[config.mk]
export PLATFORM = sky130hd
export DESIGN_NAME = multicycle_ctrl_flat
export DESIGN_NICKNAME = d
export VERILOG_FILES = /design/src/rtl/multicycle_ctrl_if.sv /design/src/rtl/multicycle_ctrl.sv /design/src/flat_wrapper.sv
export SDC_FILE = /design/constraint.sdc
export NUM_CORES = 1
export LEC_CHECK = 0
export ABC_CLOCK_PERIOD_IN_PS = 2400
export BUFFER_PORTS_ARGS = -buffer_cell sky130_fd_sc_hd__buf_4
export CORE_ASPECT_RATIO = 0.9
export CORE_MARGIN = 2
export CORE_UTILIZATION = 52
export CTS_CLUSTER_SIZE = 12
export DETAILED_ROUTE_END_ITERATION = 12
export PLACE_DENSITY = 0.76
export SLEW_MARGIN = 30
export SYNTH_ARGS = -nofsm -noshare
export SYNTH_HDL_FRONTEND = slang
export SYNTH_SLANG_ARGS = --single-unit
[constraint.sdc]
create_clock -name clk -period 2.4 [get_ports clk]
set_input_delay 0.48 -clock clk [delete_from_list [all_inputs] [get_ports clk]]
set_output_delay 0.48 -clock clk [all_outputs]
set_load 0.005 [all_outputs]
[src/rtl/multicycle_ctrl_if.sv]
// Memory handshake bundle between the multicycle control FSM and the
// memory subsystem. The controller is the master: it raises mem_req with
// mem_we/i_or_d and waits for the memory to answer with mem_ack.
interface multicycle_ctrl_if;
  logic mem_req;
  logic mem_we;
  logic i_or_d;
  logic mem_ack;

  modport master (
    output mem_req,
    output mem_we,
    output i_or_d,
    input  mem_ack
  );

  modport slave (
    input  mem_req,
    input  mem_we,
    input  i_or_d,
    output mem_ack
  );
endinterface

[src/rtl/multicycle_ctrl.sv]
// Main control FSM of the multicycle MIPS core: sequences fetch, decode,
// execute, memory and write-back, drives every datapath enable/select and
// counts retired instructions. Memory accesses use a req/ack handshake that
// tolerates any number of wait cycles.
// Optional feature macro: ILLEGAL_OP_TRAP_EN -- when defined an unknown
// opcode parks the core in a sticky TRAP state; otherwise it retires as a NOP.
module multicycle_ctrl #(
  parameter int CNT_W = 32
) (
  input  logic                 clk,
  input  logic                 reset_n,
  multicycle_ctrl_if.master    mem_bus,
  input  logic [5:0]           opcode,
  input  logic                 brk,
  input  logic                 zero,
  output logic                 ir_write,
  output logic                 pc_write,
  output logic [1:0]           pc_source,
  output logic                 alu_src_a,
  output logic [1:0]           alu_src_b,
  output logic [2:0]           alu_op,
  output logic                 reg_write,
  output logic                 reg_dst,
  output logic                 mem_to_reg,
  output logic                 halted,
  output logic                 trap,
  output logic [CNT_W-1:0]     retired
);

  localparam logic [5:0] OP_R    = 6'h00;
  localparam logic [5:0] OP_LW   = 6'h23;
  localparam logic [5:0] OP_SW   = 6'h2b;
  localparam logic [5:0] OP_BEQ  = 6'h04;
  localparam logic [5:0] OP_BNE  = 6'h05;
  localparam logic [5:0] OP_J    = 6'h02;
  localparam logic [5:0] OP_ADDI = 6'h08;

  typedef enum logic [3:0] {
    S_IDLE, S_FETCH, S_DECODE, S_MEM_ADDR, S_MEM_READ, S_MEM_WB,
    S_MEM_WRITE, S_R_EXEC, S_R_WB, S_BRANCH, S_JUMP, S_ADDI_EXEC,
    S_ADDI_WB, S_HALT, S_TRAP
  } state_t;

  state_t           state_q, state_d;
  logic [CNT_W-1:0] retired_q, retired_d;
  logic             retire_inc;
  logic             mem_req_o, mem_we_o, i_or_d_o;

  // State and retired-count registers; reset abandons any in-flight request.
  always_ff @(posedge clk or negedge reset_n) begin
    if (!reset_n) begin
      state_q   <= S_IDLE;
      retired_q <= '0;
    end else begin
      state_q   <= state_d;
      retired_q <= retired_d;
    end
  end

  // Next-state and Moore outputs; only FETCH and BRANCH gate outputs on inputs.
  always_comb begin
    state_d    = state_q;
    retire_inc = 1'b0;
    mem_req_o  = 1'b0;
    mem_we_o   = 1'b0;
    i_or_d_o   = 1'b0;
    ir_write   = 1'b0;
    pc_write   = 1'b0;
    pc_source  = 2'b00;
    alu_src_a  = 1'b0;
    alu_src_b  = 2'b00;
    alu_op     = 3'b000;
    reg_write  = 1'b0;
    reg_dst    = 1'b0;
    mem_to_reg = 1'b0;
    halted     = 1'b0;
    trap       = 1'b0;
    case (state_q)
      S_IDLE: state_d = S_FETCH;
      S_FETCH: begin
        mem_req_o = 1'b1;
        alu_src_b = 2'b01;
        ir_write  = mem_bus.mem_ack;
        pc_write  = mem_bus.mem_ack;
        if (mem_bus.mem_ack) state_d = S_DECODE;
      end
      S_DECODE: begin
        alu_src_b = 2'b11;
        case (opcode)
          OP_R:           state_d = S_R_EXEC;
          OP_LW, OP_SW:   state_d = S_MEM_ADDR;
          OP_BEQ, OP_BNE: state_d = S_BRANCH;
          OP_J:           state_d = S_JUMP;
          OP_ADDI:        state_d = S_ADDI_EXEC;
          default: begin
`ifdef ILLEGAL_OP_TRAP_EN
            state_d = S_TRAP;
`else
            state_d    = S_FETCH;
            retire_inc = 1'b1;
`endif
          end
        endcase
      end
      S_MEM_ADDR: begin
        alu_src_a = 1'b1;
        alu_src_b = 2'b10;
        state_d   = (opcode == OP_SW) ? S_MEM_WRITE : S_MEM_READ;
      end
      S_MEM_READ: begin
        mem_req_o = 1'b1;
        i_or_d_o  = 1'b1;
        if (mem_bus.mem_ack) state_d = S_MEM_WB;
      end
      S_MEM_WB: begin
        reg_write  = 1'b1;
        mem_to_reg = 1'b1;
        state_d    = S_FETCH;
        retire_inc = 1'b1;
      end
      S_MEM_WRITE: begin
        mem_req_o = 1'b1;
        mem_we_o  = 1'b1;
        i_or_d_o  = 1'b1;
        if (mem_bus.mem_ack) begin
          state_d    = S_FETCH;
          retire_inc = 1'b1;
        end
      end
      S_R_EXEC: begin
        alu_src_a = 1'b1;
        alu_op    = 3'b010;
        state_d   = brk ? S_HALT : S_R_WB;
      end
      S_R_WB: begin
        reg_write  = 1'b1;
        reg_dst    = 1'b1;
        alu_src_a  = 1'b1;
        alu_op     = 3'b010;
        state_d    = S_FETCH;
        retire_inc = 1'b1;
      end
      S_BRANCH: begin
        alu_src_a  = 1'b1;
        alu_op     = 3'b001;
        pc_source  = 2'b01;
        pc_write   = (opcode == OP_BEQ) ? zero : ~zero;
        state_d    = S_FETCH;
        retire_inc = 1'b1;
      end
      S_JUMP: begin
        pc_write   = 1'b1;
        pc_source  = 2'b10;
        state_d    = S_FETCH;
        retire_inc = 1'b1;
      end
      S_ADDI_EXEC: begin
        alu_src_a = 1'b1;
        alu_src_b = 2'b10;
        alu_op    = 3'b111;
        state_d   = S_ADDI_WB;
      end
      S_ADDI_WB: begin
        reg_write  = 1'b1;
        state_d    = S_FETCH;
        retire_inc = 1'b1;
      end
      S_HALT: halted = 1'b1;
`ifdef ILLEGAL_OP_TRAP_EN
      S_TRAP: begin
        halted = 1'b1;
        trap   = 1'b1;
      end
`endif
      default: state_d = S_IDLE;
    endcase
  end

  // Retired-instruction counter wraps naturally at 2^CNT_W.
  always_comb begin
    retired_d = retired_q;
    if (retire_inc) retired_d = retired_q + CNT_W'(1);
  end

  assign mem_bus.mem_req = mem_req_o;
  assign mem_bus.mem_we  = mem_we_o;
  assign mem_bus.i_or_d  = i_or_d_o;
  assign retired         = retired_q;

endmodule

[src/flat_wrapper.sv]
// flat-port wrapper written by rule: the top's interface ports become plain ports
module multicycle_ctrl_flat 
#(
  parameter int CNT_W = 32
)
  (clk, reset_n, opcode, brk, zero, ir_write, pc_write, pc_source, alu_src_a, alu_src_b, alu_op, reg_write, reg_dst, mem_to_reg, halted, trap, retired, mem_bus_mem_req, mem_bus_mem_we, mem_bus_i_or_d, mem_bus_mem_ack);
  multicycle_ctrl_if mem_bus_i ();
  input  logic clk;
  input  logic reset_n;
  input  logic [5:0] opcode;
  input  logic brk;
  input  logic zero;
  output logic ir_write;
  output logic pc_write;
  output logic [1:0] pc_source;
  output logic alu_src_a;
  output logic [1:0] alu_src_b;
  output logic [2:0] alu_op;
  output logic reg_write;
  output logic reg_dst;
  output logic mem_to_reg;
  output logic halted;
  output logic trap;
  output logic [CNT_W-1:0] retired;
  output wire logic [$bits(mem_bus_i.mem_req)-1:0] mem_bus_mem_req;
  output wire logic [$bits(mem_bus_i.mem_we)-1:0] mem_bus_mem_we;
  output wire logic [$bits(mem_bus_i.i_or_d)-1:0] mem_bus_i_or_d;
  input wire logic [$bits(mem_bus_i.mem_ack)-1:0] mem_bus_mem_ack;
  assign mem_bus_mem_req = mem_bus_i.mem_req;
  assign mem_bus_mem_we = mem_bus_i.mem_we;
  assign mem_bus_i_or_d = mem_bus_i.i_or_d;
  assign mem_bus_i.mem_ack = mem_bus_mem_ack;
  multicycle_ctrl #(.CNT_W(CNT_W)) u_core (.clk(clk), .reset_n(reset_n), .mem_bus(mem_bus_i), .opcode(opcode), .brk(brk), .zero(zero), .ir_write(ir_write), .pc_write(pc_write), .pc_source(pc_source), .alu_src_a(alu_src_a), .alu_src_b(alu_src_b), .alu_op(alu_op), .reg_write(reg_write), .reg_dst(reg_dst), .mem_to_reg(mem_to_reg), .halted(halted), .trap(trap), .retired(retired));
endmodule
; Yosys cells after proc, flatten, opt, wreduce, memory -nomap -nowiden
; Cells that the tools add are included.
[totals]
output_inout_bits = 50
reg_bits = 36
in_bits = 11
elab_cells = 65
[classes]
reduce_logical = 14
n_mux = 24
bitwise = 2
addsub = 1
n_eq_ne = 22
[ops]
columns = operator, count
row1 = 4-bit one-hot mux with 9 select lines, 1
row2 = 32-bit by 1-bit adder with 32-bit output (second input constant), 1
row3 = 4-bit equality test (second input constant), 6
row4 = 4-bit one-hot mux with 5 select lines, 1
row5 = 4-bit by 3-bit equality test with 1-bit output (second input constant), 4
row6 = 6-bit by 3-bit equality test with 1-bit output (second input constant), 2
row7 = 6-bit equality test (second input constant), 2
row8 = 1-bit 2-to-1 mux, 12
row9 = 4-bit 2-to-1 mux, 3
row10 = 2-bit OR reduction, 5
row11 = 5-bit OR reduction, 2
row12 = 3-bit one-hot mux with 3 select lines, 1
row13 = 4-bit by 2-bit equality test with 1-bit output (second input constant), 2
row14 = 7-bit OR reduction, 1
row15 = 6-bit by 2-bit equality test with 1-bit output (second input constant), 1
row16 = 6-bit by 4-bit equality test with 1-bit output (second input constant), 1
row17 = 6-bit zero test, 1
row18 = 2-bit inequality test (second input constant), 3
row19 = 1-bit one-hot mux with 3 select lines, 2
row20 = 2-bit one-hot mux with 3 select lines, 1
row21 = 3-bit OR reduction, 2
row22 = 6-bit OR reduction, 1
row23 = 4-bit by 1-bit equality test with 1-bit output (second input constant), 1
row24 = 4-bit zero test, 1
row25 = 5 further kinds, 6

; Depth between registers and ports, before layout
[logic_depth]
word_depth = 4
mapped_depth = 7

; Worst setup path after synthesis
; Ideal clock, no wire load.
[synth_timing]
kind = in2reg
start = input opcode[1]
end = register u_core.retired_q[17] (netlist: u_core.retired[17])
path_slack_ps = 355
path_stages = 7
setup_ps = 132
t_arrival_ps = 1913
required_time_ps = 2268
cell_sequence = buf_4 -> or3b_1 -> o22ai_1 -> o221a_4 -> buf_6 -> nor3_1 -> xor2_1
[synth_via]
elab_chain_len = 4
[synth_lines]
columns = item, line_no
row1 = start: declaration, flat_wrapper.sv:10  ; input logic [5:0] opcode;
row2 = 6-bit equality test (tied with other cells), multicycle_ctrl.sv:89  ; case (opcode)
row3 = 7-bit OR reduction (no line) (*), -
row4 = 1-bit 2-to-1 mux (*), multicycle_ctrl.sv:89
row5 = 1-bit one-hot mux with 3 select lines (*), multicycle_ctrl.sv:78  ; case (state_q)
row6 = end signal: assignment, multicycle_ctrl.sv:56  ; retired_q <= retired_d;
row7 = end: declaration, multicycle_ctrl.sv:45  ; logic [CNT_W-1:0] retired_q, retired_d;
; Mark *: on every way between the ends. The rest lies on a longest branch, timed or not.
; A chain may end at the register's enable or synchronous reset.

; Worst setup path after layout
[layout_timing]
start = input opcode[1]
end = output pc_write
[layout_via]
elab_chain_len = 3
[layout_lines]
columns = item, line_no
row1 = 6-bit by 3-bit equality test with 1-bit output, multicycle_ctrl.sv:147  ; pc_write = (opcode == OP_BEQ) ? zero : ~zero;
row2 = 1-bit 2-to-1 mux, multicycle_ctrl.sv:147
row3 = 1-bit one-hot mux with 3 select lines, multicycle_ctrl.sv:78
row4 = end: declaration, flat_wrapper.sv:14  ; output logic pc_write;
; No other way between the ends.

==> flow_metrics.tcl <==
set metrics [dict create \
    outcome "finished, final reports clean" \
    skew_ns 0.00709 \
    worstSetupPathType "in -> out" \
    clk_latency_ns 0.28 \
    layoutNonFillerInstCount 341 \
    fmax_mhz 449 \
    synth_cells 232 \
    grt_usage_pct 22.7 \
    p_leak_nw 1.21 \
    maxCapViolCount 0 \
    finalHoldViolations 0 \
    finalCritPeriodShare_pct 92.8 \
    period_needed_ns 2.23 \
    die_area_mm2 0.00472 \
    layout-drive-gt1-share_pct 28.0 \
    grt_antenna_before_repair 0 \
    synth_top_area_cell "dfrtp_1" \
    globalplace.congestion 0.955 \
    ctsHoldBuffers 0 \
    holdWs_ns 0.139 \
    worstHoldPathType "in -> async" \
    dpl_cell_area_mm2 0.00267 \
    ys_warn_count 0 \
    core_area_mm2 0.00405 \
    setup_violations 0 \
    maxSlewHeadroom_pct 61.7 \
    worstSetupStartpointType "input pin" \
    num_rows 22 \
    synth_most_common_cell "dfrtp_1" \
    cp_max_fo 7 \
    ant_nets 0 \
    finalSetupTns_ns 0 \
    worst_slew_pin_slew_ns 0.569 \
    grt_overflow 0 \
    synth-async-reset-ratio_pct 100 \
    grt_pass1_vias 1872 \
    grt_start_max_net_pins 37 \
    areaGrowthSynthToFinish_pct 26.3 \
    arrival_ns 1.75 \
    drv_slew 0 \
    clock_path_buffers 2 \
    htree_levels 2 \
    setup_ws_ns 0.173 \
    synth-edff-count 0 \
    end_kind "primary output" \
    cts_resized 0 \
    yosys_most_used_dff "dfrtp_1" \
    vias_per_cell 5.69 \
    nets 305 \
    syn_area_per_cell_um2 9.38 \
    post-place-cells 334 \
    yosysSeqAreaShare_pct 41.4 \
    hpwl_um 3640 \
    drt_iter0_markers 73 \
    io_pins 61 \
    wl_um 4930 \
    max_stage_delay_ns 0.41 \
    r2r_cells 5 \
    p_per_area_mw_per_mm2 802 \
    critPathRequiredTime_ns 1.92 \
    synthTopCellsByCount "dfrtp_1 (36), nor2_1 (25), xnor2_1 (22)" \
    clk_pin_slew_worst_paths_ns 0.07 \
    rsz0062_at_grt "false" \
    drc 0 \
    synth_top_area_share_pct 41.4 \
    cts_tree "built" \
    crit_slowest_cell "or3b_1" \
    cp_cell_sequence "buf_4 > or3b_1 > nor3_1 > xnor2_1 > nand2_1 > a21oi_1 > buf_4" \
    synth_area_leaders "dfrtp_1 (41%), xnor2_1 (8.9%), xor2_1 (4.8%)" \
    drt_pass1_iterations 4 \
    start_util_pct 53.8 \
    clockRootBuffer "clkbuf_8" \
    antenna_cells 0 \
    grt_pass1_wl_um 8490 \
    fin_area_mm2 0.00275 \
    ys_ff_latch 36 \
    vias 1941 \
    ys_types 43 \
    crit_top_cell "buf_4" \
    die_y_um 65.4 \
    vdd_drop_max_mv 0.619 \
    cts-buffers-inserted 5 \
    portBuffers 59 \
    post_drt_wl_per_cell_um 14.5 \
    postCtsSetupBuffers 0 \
    place_ws_ns 0.200 \
    synth_area_mm2 0.00218 \
    synth_fp_nets 244 \
    die_w_um 72.2 \
    clock-sinks 36 \
]
[power by group]
group / switching [W] / internal, W
Clock: 0.000196 / 0.000197
Combinational: 0.000596 / 0.000459
Sequential: 0.0000797 / 0.000677
[state kept, by name (all words and copies together), names as in the netlist]
name	count
u_core.retired	32
u_core.state_q	4
[path summary, 6_finish.rpt]
| kind | slack [ns] | from | to |
|---|---|---|---|
| max in group asynchronous | 1.94 | reset_n | u_core.retired[30] |
| setup reg to reg | 0.46 | u_core.retired[2] | u_core.retired[28] |
| hold / removal | 0.14 | reset_n | u_core.retired[13] |
| min in group clk | 0.49 | u_core.retired[18] | u_core.retired[18] |
| setup / recovery | 0.17 | opcode[1] | pc_write |
| hold reg to reg | 0.49 | u_core.retired[18] | u_core.retired[18] |
[kinds of logic after synthesis]
family	count (synthesis)	synth area share [%]
AOI/OAI and AO/OA	31	10.1
xor gates and xnor gates	34	13.7
adders and majority gates	1	0.575
buffers and inverters	17	4.20
DFF	36	41.4
other	1	0.172
and+or+nand+nor	112	29.9
[metal layers]
metal / global-route usage, % / part of all wire [%] / up-vias
met4: 8.25 / 0.81 / 0
met5: 0 / 0 / -
met2: 37.0 / 49 / 47
met1: 30.0 / 46 / 932
li1: - / - / 958
met3: 4.29 / 4.5 / 4
[placed cells by master, fill, tap and decap left out, types with 7 or more instances in the layout]
master   instances
xor2_1          12
nand4_1         13
o21ai_0          7
and3_1           8
nand2_1         20
nor3_1           8
dfrtp_1         36
nand3_1         10
a21oi_1         11
xnor2_1         22
nor2_1          25
buf_4           65
[layout make-up]
| type | instances | area, um^2 |
|---|---|---|
| Timing Repair Buffer | 66 | 508 |
| Multi-Input combinational cell | 179 | 1180 |
| Tap cell | 48 | 60.1 |
| Fill cell | 334 | 1300 |
| Clock buffer | 6 | 72.6 |
| Inverter | 5 | 18.8 |
| Clock inverter | 1 | 5.00 |
| Sequential cell | 36 | 901 |
[critical path: cells and delay by family]
family          cells  cell delay (ns)
buf+inv             2             0.28
compound gates      1             0.16
simple gates        3             0.69
xor+xnor            1             0.14
[stage by stage]
| stage | total power [W] | util [%] |
|---|---|---|
| after floorplan | 0.00142 | - |
| after global placement | 0.00181 | 66.0 |
| after detailed placement | 0.00182 | 66.0 |
| after CTS | 0.00222 | 68.0 |
| after global routing | 0.00237 | 68.0 |
| final | 0.00220 | 68.0 |
(Power assumes the default switching activity.)
